## src/rtl/lstm_layr1_ctrl.sv

```systemverilog
// Layer-1 LSTM sequencer: walks timesteps t, cells j and elements k, driving the
// datapath's accumulate enables, read addresses and h/c write strobes.
module lstm_layr1_ctrl #(
    parameter int TIMESTEP    = 7,
    parameter int LAYR1_INPUT = 53,
    parameter int LAYR1_CELL  = 53,
    parameter int ADDR_WIDTH  = 12
) (
    input  logic                  clk,
    input  logic                  rst,
    input  logic                  start,
    output logic                  busy,
    output logic                  done,
    output logic                  acc_x_1,
    output logic                  acc_h_1,
    output logic [ADDR_WIDTH-1:0] addr_x1,
    output logic [ADDR_WIDTH-1:0] rd_addr_w_1,
    output logic [ADDR_WIDTH-1:0] rd_addr_u_1,
    output logic [ADDR_WIDTH-1:0] rd_addr_b_1,
    output logic [ADDR_WIDTH-1:0] rd_addr_h1,
    output logic [ADDR_WIDTH-1:0] rd_addr_c1,
    output logic                  wr_h1,
    output logic [ADDR_WIDTH-1:0] wr_addr_h1,
    output logic                  wr_c1,
    output logic [ADDR_WIDTH-1:0] wr_addr_c1,
    output logic [2:0]            dbg_state_o
);

    localparam int L  = (LAYR1_INPUT > LAYR1_CELL) ? LAYR1_INPUT : LAYR1_CELL;
    localparam int TW = (TIMESTEP > 1) ? $clog2(TIMESTEP) : 1;
    localparam int JW = (LAYR1_CELL > 1) ? $clog2(LAYR1_CELL) : 1;
    localparam int KW = (L > 1) ? $clog2(L) : 1;

    localparam logic [TW-1:0] T_LAST = TW'(TIMESTEP - 1);
    localparam logic [JW-1:0] J_LAST = JW'(LAYR1_CELL - 1);
    localparam logic [KW-1:0] K_LAST = KW'(L - 1);

    localparam logic [31:0] INPUT_U = LAYR1_INPUT;
    localparam logic [31:0] CELL_U  = LAYR1_CELL;
    localparam logic [ADDR_WIDTH-1:0] INPUT_A = ADDR_WIDTH'(LAYR1_INPUT);
    localparam logic [ADDR_WIDTH-1:0] CELL_A  = ADDR_WIDTH'(LAYR1_CELL);
    localparam logic [ADDR_WIDTH-1:0] ONE_A   = ADDR_WIDTH'(1);

    localparam logic [2:0] S_IDLE  = 3'd0;
    localparam logic [2:0] S_ACC   = 3'd1;
    localparam logic [2:0] S_FLUSH = 3'd2;
    localparam logic [2:0] S_WRITE = 3'd3;
    localparam logic [2:0] S_DONE  = 3'd4;

    if (((TIMESTEP + 1) * LAYR1_CELL > (1 << ADDR_WIDTH)) ||
        (TIMESTEP * LAYR1_INPUT > (1 << ADDR_WIDTH))) begin : g_bad_addr_width
        $error("lstm_layr1_ctrl: ADDR_WIDTH=%0d too narrow for the h/c or x address range", ADDR_WIDTH);
    end

    logic [2:0]    state_q, state_d;
    logic [TW-1:0] t_q, t_d;
    logic [JW-1:0] j_q, j_d;
    logic [KW-1:0] k_q, k_d;

    // Handshake: start is a single-cycle request honoured only in IDLE; busy
    // rises on the accepting edge and falls on the edge leaving DONE.
    always_comb begin
        state_d = state_q;
        t_d     = t_q;
        j_d     = j_q;
        k_d     = k_q;
        case (state_q)
            S_IDLE: begin
                if (start) begin
                    state_d = S_ACC;
                    t_d     = '0;
                    j_d     = '0;
                    k_d     = '0;
                end
            end
            S_ACC: begin
                if (k_q == K_LAST) begin
                    state_d = S_FLUSH;
                end else begin
                    k_d = k_q + KW'(1);
                end
            end
            S_FLUSH: state_d = S_WRITE;
            S_WRITE: begin
                k_d     = '0;
                state_d = S_ACC;
                if (j_q != J_LAST) begin
                    j_d = j_q + JW'(1);
                end else if (t_q != T_LAST) begin
                    j_d = '0;
                    t_d = t_q + TW'(1);
                end else begin
                    state_d = S_DONE;
                end
            end
            S_DONE:  state_d = S_IDLE;
            default: state_d = S_IDLE;
        endcase
    end

    always_ff @(posedge clk or negedge rst) begin
        if (!rst) begin
            state_q <= S_IDLE;
            t_q     <= '0;
            j_q     <= '0;
            k_q     <= '0;
        end else begin
            state_q <= state_d;
            t_q     <= t_d;
            j_q     <= j_d;
            k_q     <= k_d;
        end
    end

    // Outputs are registered from the next-state values so they line up with state_q.
    logic                  in_acc, x_lane, h_lane, in_write;
    logic [ADDR_WIDTH-1:0] t_a, j_a, k_a;

    assign in_acc   = (state_d == S_ACC);
    assign in_write = (state_d == S_WRITE);
    assign x_lane   = in_acc && (32'(k_d) < INPUT_U);
    assign h_lane   = in_acc && (32'(k_d) < CELL_U);
    assign t_a      = ADDR_WIDTH'(t_d);
    assign j_a      = ADDR_WIDTH'(j_d);
    assign k_a      = ADDR_WIDTH'(k_d);

    logic                  busy_q, done_q, acc_x_q, acc_h_q, wr_q;
    logic [ADDR_WIDTH-1:0] addr_x_q, addr_w_q, addr_u_q, addr_b_q, addr_h_q, addr_c_q, wr_addr_q;

    always_ff @(posedge clk or negedge rst) begin
        if (!rst) begin
            busy_q    <= 1'b0;
            done_q    <= 1'b0;
            acc_x_q   <= 1'b0;
            acc_h_q   <= 1'b0;
            wr_q      <= 1'b0;
            addr_x_q  <= '0;
            addr_w_q  <= '0;
            addr_u_q  <= '0;
            addr_b_q  <= '0;
            addr_h_q  <= '0;
            addr_c_q  <= '0;
            wr_addr_q <= '0;
        end else begin
            busy_q  <= (state_d != S_IDLE);
            done_q  <= (state_d == S_DONE);
            acc_x_q <= x_lane;
            acc_h_q <= h_lane;
            wr_q    <= in_write;
            // Lanes past their vector length keep the last in-range address.
            if (x_lane) begin
                addr_x_q <= t_a * INPUT_A + k_a;
                addr_w_q <= j_a * INPUT_A + k_a;
            end
            if (h_lane) begin
                addr_u_q <= j_a * CELL_A + k_a;
                addr_h_q <= t_a * CELL_A + k_a;
            end
            if (in_acc) begin
                addr_b_q <= j_a;
            end
            if (in_acc && (k_d == '0)) begin
                addr_c_q <= t_a * CELL_A + j_a;
            end
            if (in_write) begin
                wr_addr_q <= (t_a + ONE_A) * CELL_A + j_a;
            end
        end
    end

    assign busy        = busy_q;
    assign done        = done_q;
    assign acc_x_1     = acc_x_q;
    assign acc_h_1     = acc_h_q;
    assign addr_x1     = addr_x_q;
    assign rd_addr_w_1 = addr_w_q;
    assign rd_addr_u_1 = addr_u_q;
    assign rd_addr_b_1 = addr_b_q;
    assign rd_addr_h1  = addr_h_q;
    assign rd_addr_c1  = addr_c_q;
    assign wr_h1       = wr_q;
    assign wr_c1       = wr_q;
    assign wr_addr_h1  = wr_addr_q;
    assign wr_addr_c1  = wr_addr_q;
    assign dbg_state_o = state_q;

endmodule

```

## config.mk

```make
export PLATFORM = sky130hd
export DESIGN_NAME = lstm_layr1_ctrl
export DESIGN_NICKNAME = d
export VERILOG_FILES = /design/src/rtl/lstm_layr1_ctrl.sv
export SDC_FILE = /design/constraint.sdc
export NUM_CORES = 1
export LEC_CHECK = 0
export CORE_MARGIN = 4
export CORE_UTILIZATION = 30
export DETAILED_ROUTE_END_ITERATION = 12
export PLACE_DENSITY = 0.51
export SLEW_MARGIN = 20
export SYNTH_ARGS = -nofsm -noshare
export SYNTH_HDL_FRONTEND = slang
export SYNTH_SLANG_ARGS = --single-unit
```

## constraint.sdc

```tcl
create_clock -name clk -period 5.6 [get_ports clk]
set_input_delay 0.56 -clock clk [delete_from_list [all_inputs] [get_ports clk]]
set_output_delay 0.56 -clock clk [all_outputs]
set_load 0.005 [all_outputs]
```

==> reports/summary.txt, run 1 <==
CP startpoint kind - input pin
CTS sink cnt - 71
Cells after DPL - 911
Post-DRT Antenna Nets - 0
Core Util, Final - 37.6%
clock root buffer - clkbuf_16
Slew @ Worst Pin - 0.960 ns
antenna violations before repair - 0
Die Span Y - 148 µm
final hold violations - 0
RSZ-0062 raised after global routing - false
Syn Area/Cell - 9.87 µm²
DRT Wirelength - 13.6 mm
Iteration-0 DRC Markers - 192
largest fanout on the critical path - 7
Power Internal - 2.09 mW
largest net degree at the start of global routing - 72
Core ar. - 19000 µm²
GPL Wtd Cong - 0.909
CTS max path bufs - 2
Distinct cells, synth - 59
Clk network pwr share - 17.2%
fin. max-slew vios - 0
Post-CTS Resized - 0
cts bufs inserted - 9
Die X - 148 µm
Syn-to-layout area delta - 21.7%
initial cell density of the core - 30.9%
pwr dens - 488 nW/µm²
grt ovf - 0
top_reg_cell synth - dfrtp_1
# diodes - 0
#FFs+latches synth - 71
cell taking the most area after synthesis - dfrtp_1
fin crit share - 91.3%
Worst IR Drop VDD - 0.246 mV
Sw Share - 40.0%
share of power burned in registers - 22.8%
YS warnings - 0
P_leak - 3.54 nW
drt first pass iters - 5
f_max - 196 MHz
Final HPWL DP - 10.7 mm
first-pass GRT wire length - 22.8 mm
row cnt - 50
post-synthesis sequential area ratio - 30.3%
Vias/cell - 4.76
vias in the first global route - 4563
most area-consuming cells after synthesis - dfrtp_1, ha_1, buf_4
Clock Skews - 0.00668 ns
gr usage total - 12.9%
Overall Power - 3.47 mW
htree depth - 3
Final Setup Violations - 0
postcts setup bufs - 0
Crit Path Category - in2reg
status - finished, final reports clean
Post-synth EDFFs - 0
nature of the critical path endpoint - flip-flop
Cell Area, Synth - 5850 µm²
Crit path required time - 5.83 ns
Post-route DRC - 0
Comb pwr share - 59.9%
I/O Buffers - 93
Final TNS setup - 0 ns
Boundary Pins - 108
layout cell share with drive strength beyond 1 - 10.2%
P_sw - 1.39 mW
die area - 21800 µm²
DR vias - 4408
average wire per standard cell - 14.7 µm
Slew headroom - 35.3%
arrival time at the worst endpoint - 5.34 ns
fillers - 1879
max cap viols - 0
Tmin final - 5.11 ns
FFs w/ async S/R, synth - 100%
CTS tree - built
hold bufs inserted after CTS - 0
clock slew at reported path FFs - 0.06 ns
top cell type's share of synthesized area - 30.3%
final non-filler cell total - 927
Mapped Cells - 593
later-pin clock latency in the skew report - 0.34 ns
Layout Nets - 765
Min-Delay Path Class - in2async
## metal layers
layer	global-route usage (%)	share of wire (%)	up-vias	routed length, µm
met5	0	0	-	0
met4	5.36	1.8	0	249
met3	2.15	4.1	16	553
met2	21.3	47	110	6420
met1	16.7	47	2105	6370
li1	-	-	2177	-
## final cells by class
class	instances	area (µm²)	area share, %
Multi-Input combinational cell	422	3500	49.1
Tap cell	260	325	4.57
Clock buffer	13	270	3.79
Inverter	53	199	2.79
Timing Repair Buffer	105	1020	14.3
Sequential cell	71	1780	24.9
Clock inverter	3	40.0	0.562
## power by group through the flow
stage | sequential (mW) | combinational [mW] | clock, mW
detailed placement | 0.803 | 2.10 | 0
finish | 0.793 | 2.08 | 0.599
CTS | 0.797 | 2.12 | 0.622
global placement | 0.798 | 2.07 | 0
floorplan | 0.775 | 1.44 | 0
global route | 0.819 | 2.35 | 0.644
## worst max-delay path, cell delays in order
cell             delay, ns
clkdlybuf4s50_1       0.52
or3b_2                0.47
a21o_1                0.28
a22oi_1               0.25
inv_1                 0.15
ha_1                  0.31
ha_1                  0.27
inv_1                 0.05
fa_1                  0.50
fa_1                  0.53
inv_1                 0.05
ha_1                  0.35
nand2_1               0.09
o31ai_1               0.41
and4_1                0.25
nor3_1                0.05
mux2_2                0.26
## metrics by stage
step / area, µm² / hold slack, ns / worst slack (ns)
2_1_floorplan: 5900 / 0.264 / 0.831
3_3_place_gp: 6820 / 0.493 / 0.200
3_5_place_dp: 6820 / 0.500 / 0.162
4_1_cts: 7130 / 0.419 / 0.505
5_1_grt: 7130 / 0.472 / 0.239
6_report: 7130 / 0.375 / 0.488
## flip-flops by register name (all words and copies together) (netlist names)
name / cells
rd_addr_b_1: 6
busy: 1
j_q: 6
done: 1
wr_addr_c1: 11
rd_addr_c1: 10
k_q: 6
dbg_state_o: 3
wr_c1: 1
rd_addr_h1: 10
rd_addr_u_1: 12
t_q: 3
acc_h_1: 1
## cells in the mapped netlist (7+ instances only)
| cell | n |
|---|---|
| o21a_1 | 12 |
| dfrtp_1 | 71 |
| nor2_1 | 21 |
| mux2_2 | 31 |
| xor2_1 | 16 |
| fa_1 | 12 |
| xnor2_1 | 14 |
| buf_4 | 52 |
| nor2b_1 | 7 |
| o21ai_0 | 31 |
| nand3_1 | 9 |
| ha_1 | 88 |
| inv_1 | 53 |
| nor3_1 | 9 |
| a21o_1 | 9 |
| nand2_1 | 36 |
| a21oi_1 | 24 |
## cells by family after synthesis
group,share of synthesized area (%)
other cells,0.0641
fa+ha+maj,22.9
xor+xnor,4.49
mux,7.03
flops,30.3
compound gates,13.5
buf+inv,10.9
simple gates,10.8
## worst paths after layout
check                                            from                          end  slack, ns  cells past startpoint
max                                             start  rd_addr_u_1[11]$_DFFE_PN0P_       0.49                     17
min                                               rst    wr_addr_c1[4]$_DFFE_PN0P_       0.37                      1
max reg2reg                  dbg_state_o[1]$_DFF_PN0_  rd_addr_u_1[11]$_DFFE_PN0P_       0.68                     16
min reg2reg                rd_addr_b_1[4]$_DFFE_PN0P_   rd_addr_b_1[4]$_DFFE_PN0P_       0.50                      2
max in group asynchronous                         rst    rd_addr_c1[3]$_DFFE_PN0P_       4.63                      1
min in group clk           rd_addr_b_1[4]$_DFFE_PN0P_   rd_addr_b_1[4]$_DFFE_PN0P_       0.50                      2
## cells in the final DEF (no fill, tap or decap), types with 3 or more instances in the layout
cell / count
a211oi_1: 6
a21o_1: 9
a21oi_1: 24
a22oi_1: 4
a31oi_1: 4
and2_1: 3
and3_1: 5
buf_4: 13
clkbuf_16: 9
clkbuf_8: 3
clkdlybuf4s50_1: 92
conb_1: 14
dfrtp_1: 71
fa_1: 12
ha_1: 88
inv_1: 53
mux2_2: 31
mux2i_1: 4
nand2_1: 36
nand2b_1: 6
nand3_1: 9
nand3b_1: 3
nand4_1: 4
nor2_1: 21
nor2b_1: 7
nor3_1: 9
nor3b_1: 5
o211ai_1: 4
o21a_1: 12
o21ai_0: 31
o31ai_1: 6
xnor2_1: 14
xor2_1: 16
No activity file was read; power rests on OpenSTA's default activity.
==> run 2: changes to the inputs <==
--- a/config.mk
+++ b/config.mk
@@ -5,10 +5,11 @@
 export SDC_FILE = /design/constraint.sdc
 export NUM_CORES = 1
 export LEC_CHECK = 0
-export CORE_MARGIN = 4
+export ABC_AREA = 1
+export CORE_MARGIN = 2
 export CORE_UTILIZATION = 30
 export DETAILED_ROUTE_END_ITERATION = 12
-export PLACE_DENSITY = 0.51
+export PLACE_DENSITY = 0.5
 export SLEW_MARGIN = 20
 export SYNTH_ARGS = -nofsm -noshare
 export SYNTH_HDL_FRONTEND = slang
==> run 2 against run 1 <==
Compared with the run above:
- register-to-register slack gained 0.24 ns
- critical endpoint is now rd_addr_u_1[10]$_DFFE_PN0P_
- wire length grew 2.1%
- sequential share of layout area shrank 0.63 points
- synthesized cell count grew 28%
- first-iteration DRC count grew 26%
- critical path type is now reg2reg
==> reports/summary.txt, run 2 <==
status - finished, final reports clean
GPL Wtd Cong - 0.837 (-7.9%)
average wire per standard cell - 12.6 µm (-14%)
fillers - 2124 (+13%)
Clk network pwr share - 53.0% (+36 points)
dominant cell by count in the synthesized netlist - nand2_1
pwr dens - 153 nW/µm² (-69%)
Slew @ Worst Pin - 0.951 ns (-0.00895 ns)
Post-route DRC - 0 (unchanged)
top cell type's share of synthesized area - 29.3% (-1.1 points)
largest net degree at the start of global routing - 72 (unchanged)
Slew headroom - 36.6% (+1.3 points)
CTS tree - built
Crit Path Category - reg2reg
f_max - 214 MHz (+9.2%)
Die X - 146 µm (-1.0%)
P_sw - 0.256 mW (-82%)
Worst IR Drop VDD - 0.0976 mV (-60%)
Clock Skews - 0.0105 ns (+0.00385 ns)
die area - 21400 µm² (-2.0%)
htree depth - 3 (unchanged)
max reg flops - 12 (unchanged)
row cnt - 52 (+4.0%)
CTS sink cnt - 71 (unchanged)
Place WS - 0.789 ns (+0.627 ns)
Final TNS setup - 0 ns (unchanged)
Mapped Cells - 757 (+28%)
Comb pwr share - 1.2% (-59 points)
postcts setup bufs - 0 (unchanged)
Cell Area, Synth - 6060 µm² (+3.6%)
cell taking the most area after synthesis - dfrtp_1
# diodes - 0 (unchanged)
commonest non-fill, non-tap cell in the layout - nand2_1
I/O Buffers - 93 (unchanged)
YS warnings - 0 (unchanged)
Storage cell area - 1780 µm² (unchanged)
first-pass GRT wire length - 23.8 mm (+4.2%)
largest fanout on the critical path - 6 (-1)
fin crit share - 83.6% (-7.7 points)
Final Setup Violations - 0 (unchanged)
Boundary Pins - 108 (unchanged)
FFs w/ async S/R, synth - 100% (unchanged)
Core ar. - 20000 µm² (+5.7%)
initial cell density of the core - 30.3% (-0.62 points)
Syn-to-layout area delta - 20.5%
Layout Nets - 926 (+21%)
vias in the first global route - 4775 (+4.6%)
share of power burned in registers - 45.8% (+23 points)
P_leak - 3.89 nW (+10%)
Multi-input gate area - 3540 µm² (+1.4%)
Post-DRT Antenna Nets - 0 (unchanged)
#FFs+latches synth - 71 (unchanged)
DRT Wirelength - 13.9 mm (+2.1%)
RSZ-0062 raised after global routing - false
Tmin final - 4.68 ns (-0.430 ns)
fin. max-slew vios - 0 (unchanged)
hold bufs inserted after CTS - 0 (unchanged)
Crit path required time - 5.84 ns (about the same)
Final Worst Setup Slack - 0.918 ns (+0.430 ns)
Post-synth EDFFs - 0 (unchanged)
Sw Share - 22.9% (-17 points)
drt first pass iters - 4 (-1)
Min-Delay Path Class - in2async
cts bufs inserted - 9 (unchanged)
nature of the critical path endpoint - flip-flop
grt ovf - 0 (unchanged)
clock root buffer - clkbuf_16
Final HPWL DP - 11.0 mm (+3.4%)
Iteration-0 DRC Markers - 241 (+26%)
Distinct cells, synth - 39 (-34%)
Post-CTS Resized - 0 (unchanged)
antenna violations before repair - 0 (unchanged)
Cells after DPL - 1082 (+19%)
DR vias - 4792 (+8.7%)
Power Internal - 0.863 mW (-59%)
CTS max path bufs - 2 (unchanged)
synth cell count leaders - nand2_1, inv_1, ha_1, dfrtp_1, nand3_1
arrival time at the worst endpoint - 4.92 ns (-0.42 ns)
most area-consuming cells after synthesis - dfrtp_1, ha_1, nand2_1
Syn Area/Cell - 8.01 µm² (-19%)
Die Span Y - 146 µm (-1.0%)
max cap viols - 0 (unchanged)
layout cell share with drive strength beyond 1 - 6.52% (-3.7 points)
Crit path largest cell delay - 0.51 ns (-0.02 ns)
final non-filler cell total - 1098 (+18%)
later-pin clock latency in the skew report - 0.35 ns (about the same)
Vias/cell - 4.36 (-8.2%)
Worst path slowest cell - fa_1
r2r setup slk - 0.92 ns (+0.24 ns)
gr usage total - 13.7% (+0.85 points)
clock slew at reported path FFs - 0.07 ns (about the same)
post-synthesis sequential area ratio - 29.3% (-1.1 points)
CP startpoint kind - flip-flop
final hold violations - 0 (unchanged)
top_reg_cell synth - dfrtp_1
most frequent cells in the layout - nand2_1, clkdlybuf4s50_1, inv_1, ha_1, dfrtp_1
-- run 2: changes by cell type after synthesis, sizes merged, moves of 9 or more --
cell and change:
nand2 +179, nand3 +59, inv +44, mux2 -33
nor2 +12, o21a -12, o21ai -10, nand4 +9
-- run 2: path summary, 6_finish.rpt --
path / from / end / cells past startpoint
setup / recovery: j_q[0]$_DFF_PN0_ / rd_addr_u_1[10]$_DFFE_PN0P_ / 27
hold / removal: rst / wr_addr_c1[6]$_DFFE_PN0P_ / 1
setup reg to reg: j_q[0]$_DFF_PN0_ / rd_addr_u_1[10]$_DFFE_PN0P_ / 27
hold reg to reg: rd_addr_c1[5]$_DFFE_PN0P_ / rd_addr_c1[5]$_DFFE_PN0P_ / 2
max in group asynchronous: rst / dbg_state_o[0]$_DFF_PN0_ / 1
min in group clk: rd_addr_c1[5]$_DFFE_PN0P_ / rd_addr_c1[5]$_DFFE_PN0P_ / 2
-- run 2: final cells by class --
class                   count  area share, %
clock inverters             7           1.10
inverters                  97           4.98
multi-input cells         544           48.5
clock buffers               9           3.08
repair buffers            100           13.4
well taps                 270           4.62
flip-flops and latches     71           24.3
-- run 2: power by group through the flow --
stage	combinational, mW	sequential [mW]	clock, mW
final	0.0137	0.513	0.593
after CTS	0.0149	0.513	0.613
after floorplan	0.00927	0.523	0
after detailed placement	0.0146	0.522	0
after global routing	0.0168	0.512	0.638
after global placement	0.0147	0.522	0
-- run 2: critical path, delay by kind of cell, from the launching register on --
family | cells | cell delay [ns]
adder cells (fa/ha/maj) | 6 | 2.06
AND/OR/NAND/NOR | 11 | 0.96
buffers and inverters | 7 | 0.61
AO/OA/AOI/OAI | 3 | 0.52
flip-flops | 1 | 0.40
-- run 2: kinds of logic after synthesis --
group | synth area share (%)
xor gates and xnor gates | 4.62
and+or+nand+nor | 25.2
other | 0.0618
DFF | 29.3
adders and majority gates | 22.1
buffers and inverters | 13.1
AOI/OAI and AO/OA | 5.67
-- run 2: metrics by stage --
stage                     power [mW]  hold WS, ns  area [µm²]  utilization (%)
after floorplan                0.532        0.264        6110                -
after CTS                       1.14        0.401        7310             36.5
after global placement         0.537        0.455        7000             35.0
after detailed placement       0.537        0.458        7000             35.0
after global routing            1.17        0.444        7310             36.5
final                           1.12        0.335        7310             36.5
-- run 2: layer usage --
layer	share of wire (%)	GRT usage (%)
met1	47	17.8
met3	2.9	2.25
met4	1.4	4.08
met5	0	0
met2	49	23.6
==> run 3: changes to the inputs <==
==> constraint.sdc (replaced) <==
create_clock -name clk -period 4.8 [get_ports clk]
set_input_delay 0.48 -clock clk [delete_from_list [all_inputs] [get_ports clk]]
set_output_delay 0.48 -clock clk [all_outputs]
set_load 0.005 [all_outputs]
==> run 3 against run 2 <==
Compared with the run above:
- worst hold slack got worse by 0.074 ns
- count of clock-buffer cells in the layout unchanged
- flip-flop and latch count unchanged
- global-route usage rose by 0.19 points
- die area stayed put
- total power rose by 16%
- combinational power up 15%
- core utilization rose by 0.39 points
==> reports/summary.txt, run 3 (synthesis results as in run 2) <==
CTS sink cnt - 71 (unchanged)
commonest non-fill, non-tap cell in the layout - nand2_1
Final Setup Violations - 0 (unchanged)
R2R Path End - rd_addr_u_1[10]$_DFFE_PN0P_
Post-DRT Antenna Nets - 0 (unchanged)
average wire per standard cell - 12.7 µm (+0.38%)
first-pass GRT wire length - 24.1 mm (+1.1%)
Layout Nets - 933 (+0.76%)
Clock Skews - 0.00835 ns (-0.00217 ns)
htree depth - 3 (unchanged)
Syn-to-layout area delta - 21.8%
arrival time at the worst endpoint - 4.73 ns (-0.19 ns)
Die X - 146 µm (unchanged)
hold bufs inserted after CTS - 0 (unchanged)
Worst IR Drop VDD - 0.133 mV (+37%)
final non-filler cell total - 1105 (+0.64%)
Vias/cell - 4.38 (+0.28%)
max reg flops - 12 (unchanged)
initial cell density of the core - 30.3% (unchanged)
Tmin final - 4.45 ns (-0.233 ns)
Storage cell area - 1780 µm² (unchanged)
later-pin clock latency in the skew report - 0.35 ns (about the same)
post-layout instance area - 7390 µm² (+1.1%)
CTS tree - built
pwr dens - 176 nW/µm² (+15%)
gr usage total - 13.9% (+0.19 points)
r2r setup slk - 0.35 ns (-0.57 ns)
DR vias - 4836 (+0.92%)
fin crit share - 92.7% (+9.1 points)
Hold Slack - 0.261 ns (-0.0741 ns)
CP startpoint kind - flip-flop
largest fanout on the critical path - 5 (-1)
Die Span Y - 146 µm (unchanged)
CTS max path bufs - 2 (unchanged)
Multi-input gate area - 3580 µm² (+0.95%)
max cap viols - 0 (unchanged)
die area - 21400 µm² (unchanged)
Post-route DRC - 0 (unchanged)
drt first pass iters - 5 (+1)
I/O Buffers - 93 (unchanged)
layout cell share with drive strength beyond 1 - 8.14% (+1.6 points)
status - finished, final reports clean
Cells after DPL - 1089 (+0.65%)
most frequent cells in the layout - nand2_1, clkdlybuf4s50_1, inv_1, ha_1, dfrtp_1
grt ovf - 0 (unchanged)
Core ar. - 20000 µm² (unchanged)
Crit Path Category - reg2reg
Overall Power - 1.30 mW (+16%)
Slew headroom - 38.6% (+2.0 points)
fillers - 2134 (+0.47%)
worst reg2reg path depth - 24 (-11%)
DRT Wirelength - 14.0 mm (+1.0%)
clock slew at reported path FFs - 0.06 ns (about the same)
fin. max-slew vios - 0 (unchanged)
Min-Delay Path Class - in2async
antenna violations before repair - 0 (unchanged)
clock root buffer - clkbuf_16
Slew @ Worst Pin - 0.921 ns (-0.0300 ns)
P_leak - 3.93 nW (+0.96%)
nature of the critical path endpoint - flip-flop
Placed Instance Area - 7060 µm² (+0.75%)
worst r2r src - j_q[0]$_DFF_PN0_
postcts setup bufs - 0 (unchanged)
# diodes - 0 (unchanged)
cts bufs inserted - 9 (unchanged)
vias in the first global route - 4827 (+1.1%)
Post-CTS Resized - 0 (unchanged)
GPL Wtd Cong - 0.857 (+2.3%)
Final HPWL DP - 11.1 mm (+0.53%)
Boundary Pins - 108 (unchanged)
row cnt - 52 (unchanged)
Iteration-0 DRC Markers - 192 (-20%)
Crit path required time - 5.08 ns (-0.76 ns)
final hold violations - 0 (unchanged)
largest net degree at the start of global routing - 72 (unchanged)
f_max - 225 MHz (+5.2%)
==> run 3: cell types whose count changed in the layout (fill, tap and decap cells not counted), sizes merged <==
cell / delta
buf: +7
clkinv: +1
inv: -1
==> run 3: worst max-delay path: stages, from the launching register on <==
cell	delay, ns
dfrtp_1	0.38
inv_1	0.08
ha_1	0.20
inv_1	0.05
nor2_1	0.05
nand2_1	0.10
inv_1	0.07
buf_4	0.15
o21ai_0	0.23
o221ai_2	0.19
ha_1	0.31
inv_1	0.05
fa_1	0.50
inv_1	0.05
fa_1	0.48
ha_1	0.30
ha_1	0.37
nand2_1	0.09
nor2_1	0.20
nand3_1	0.16
nand3_1	0.11
nand2_1	0.05
nand2_1	0.05
nand3_1	0.08
nand2_1	0.09
==> run 3: routing by layer <==
metal	part of all wire [%]	track usage [%]
met5	0	0
met4	2.0	5.39
met3	2.4	2.34
met1	48	18.2
met2	48	23.1
==> run 3: area by class of cell <==
class / count / area share (%)
Multi-Input combinational cell: 544 / 48.4
Sequential cell: 71 / 24.0
Timing Repair Buffer: 107 / 14.0
Inverter: 97 / 4.93
Tap cell: 270 / 4.57
Clock buffer: 9 / 3.05
Clock inverter: 7 / 0.982
==> run 3: stage by stage <==
| stage | utilization, % | worst slack [ns] | TNS, ns |
|---|---|---|---|
| after floorplan | - | 0.482 | 0 |
| after global placement | 35.2 | 0.166 | 0 |
| after detailed placement | 35.2 | 0.0966 | 0 |
| after CTS | 36.7 | 0.230 | 0 |
| after global routing | 36.9 | -0.00146 | -0.00146 |
| final | 36.9 | 0.351 | 0 |
==> run 3: power by group <==
part | internal [mW] | total (mW) | leakage (nW) | switching [mW]
sequential | 0.598 | 0.598 | 0.751 | 0
clock | 0.403 | 0.687 | 0.142 | 0.284
combinational | 0.00126 | 0.0157 | 3.03 | 0.0144
==> run 3: how the worst max path moves through the flow <==
stage | cells past startpoint | start | to | slack (ns)
final | 24 | j_q[0]$_DFF_PN0_ | rd_addr_u_1[10]$_DFFE_PN0P_ | 0.35
after floorplan | 23 | j_q[0]$_DFF_PN0_ | rd_addr_u_1[10]$_DFFE_PN0P_ | 0.48
after global placement | 22 | start | rd_addr_u_1[10]$_DFFE_PN0P_ | 0.17
after CTS | 27 | j_q[0]$_DFF_PN0_ | rd_addr_u_1[10]$_DFFE_PN0P_ | 0.23
after detailed placement | 20 | start | rd_addr_u_1[11]$_DFFE_PN0P_ | 0.1
after global routing | 23 | j_q[0]$_DFF_PN0_ | rd_addr_u_1[10]$_DFFE_PN0P_ | -0.001
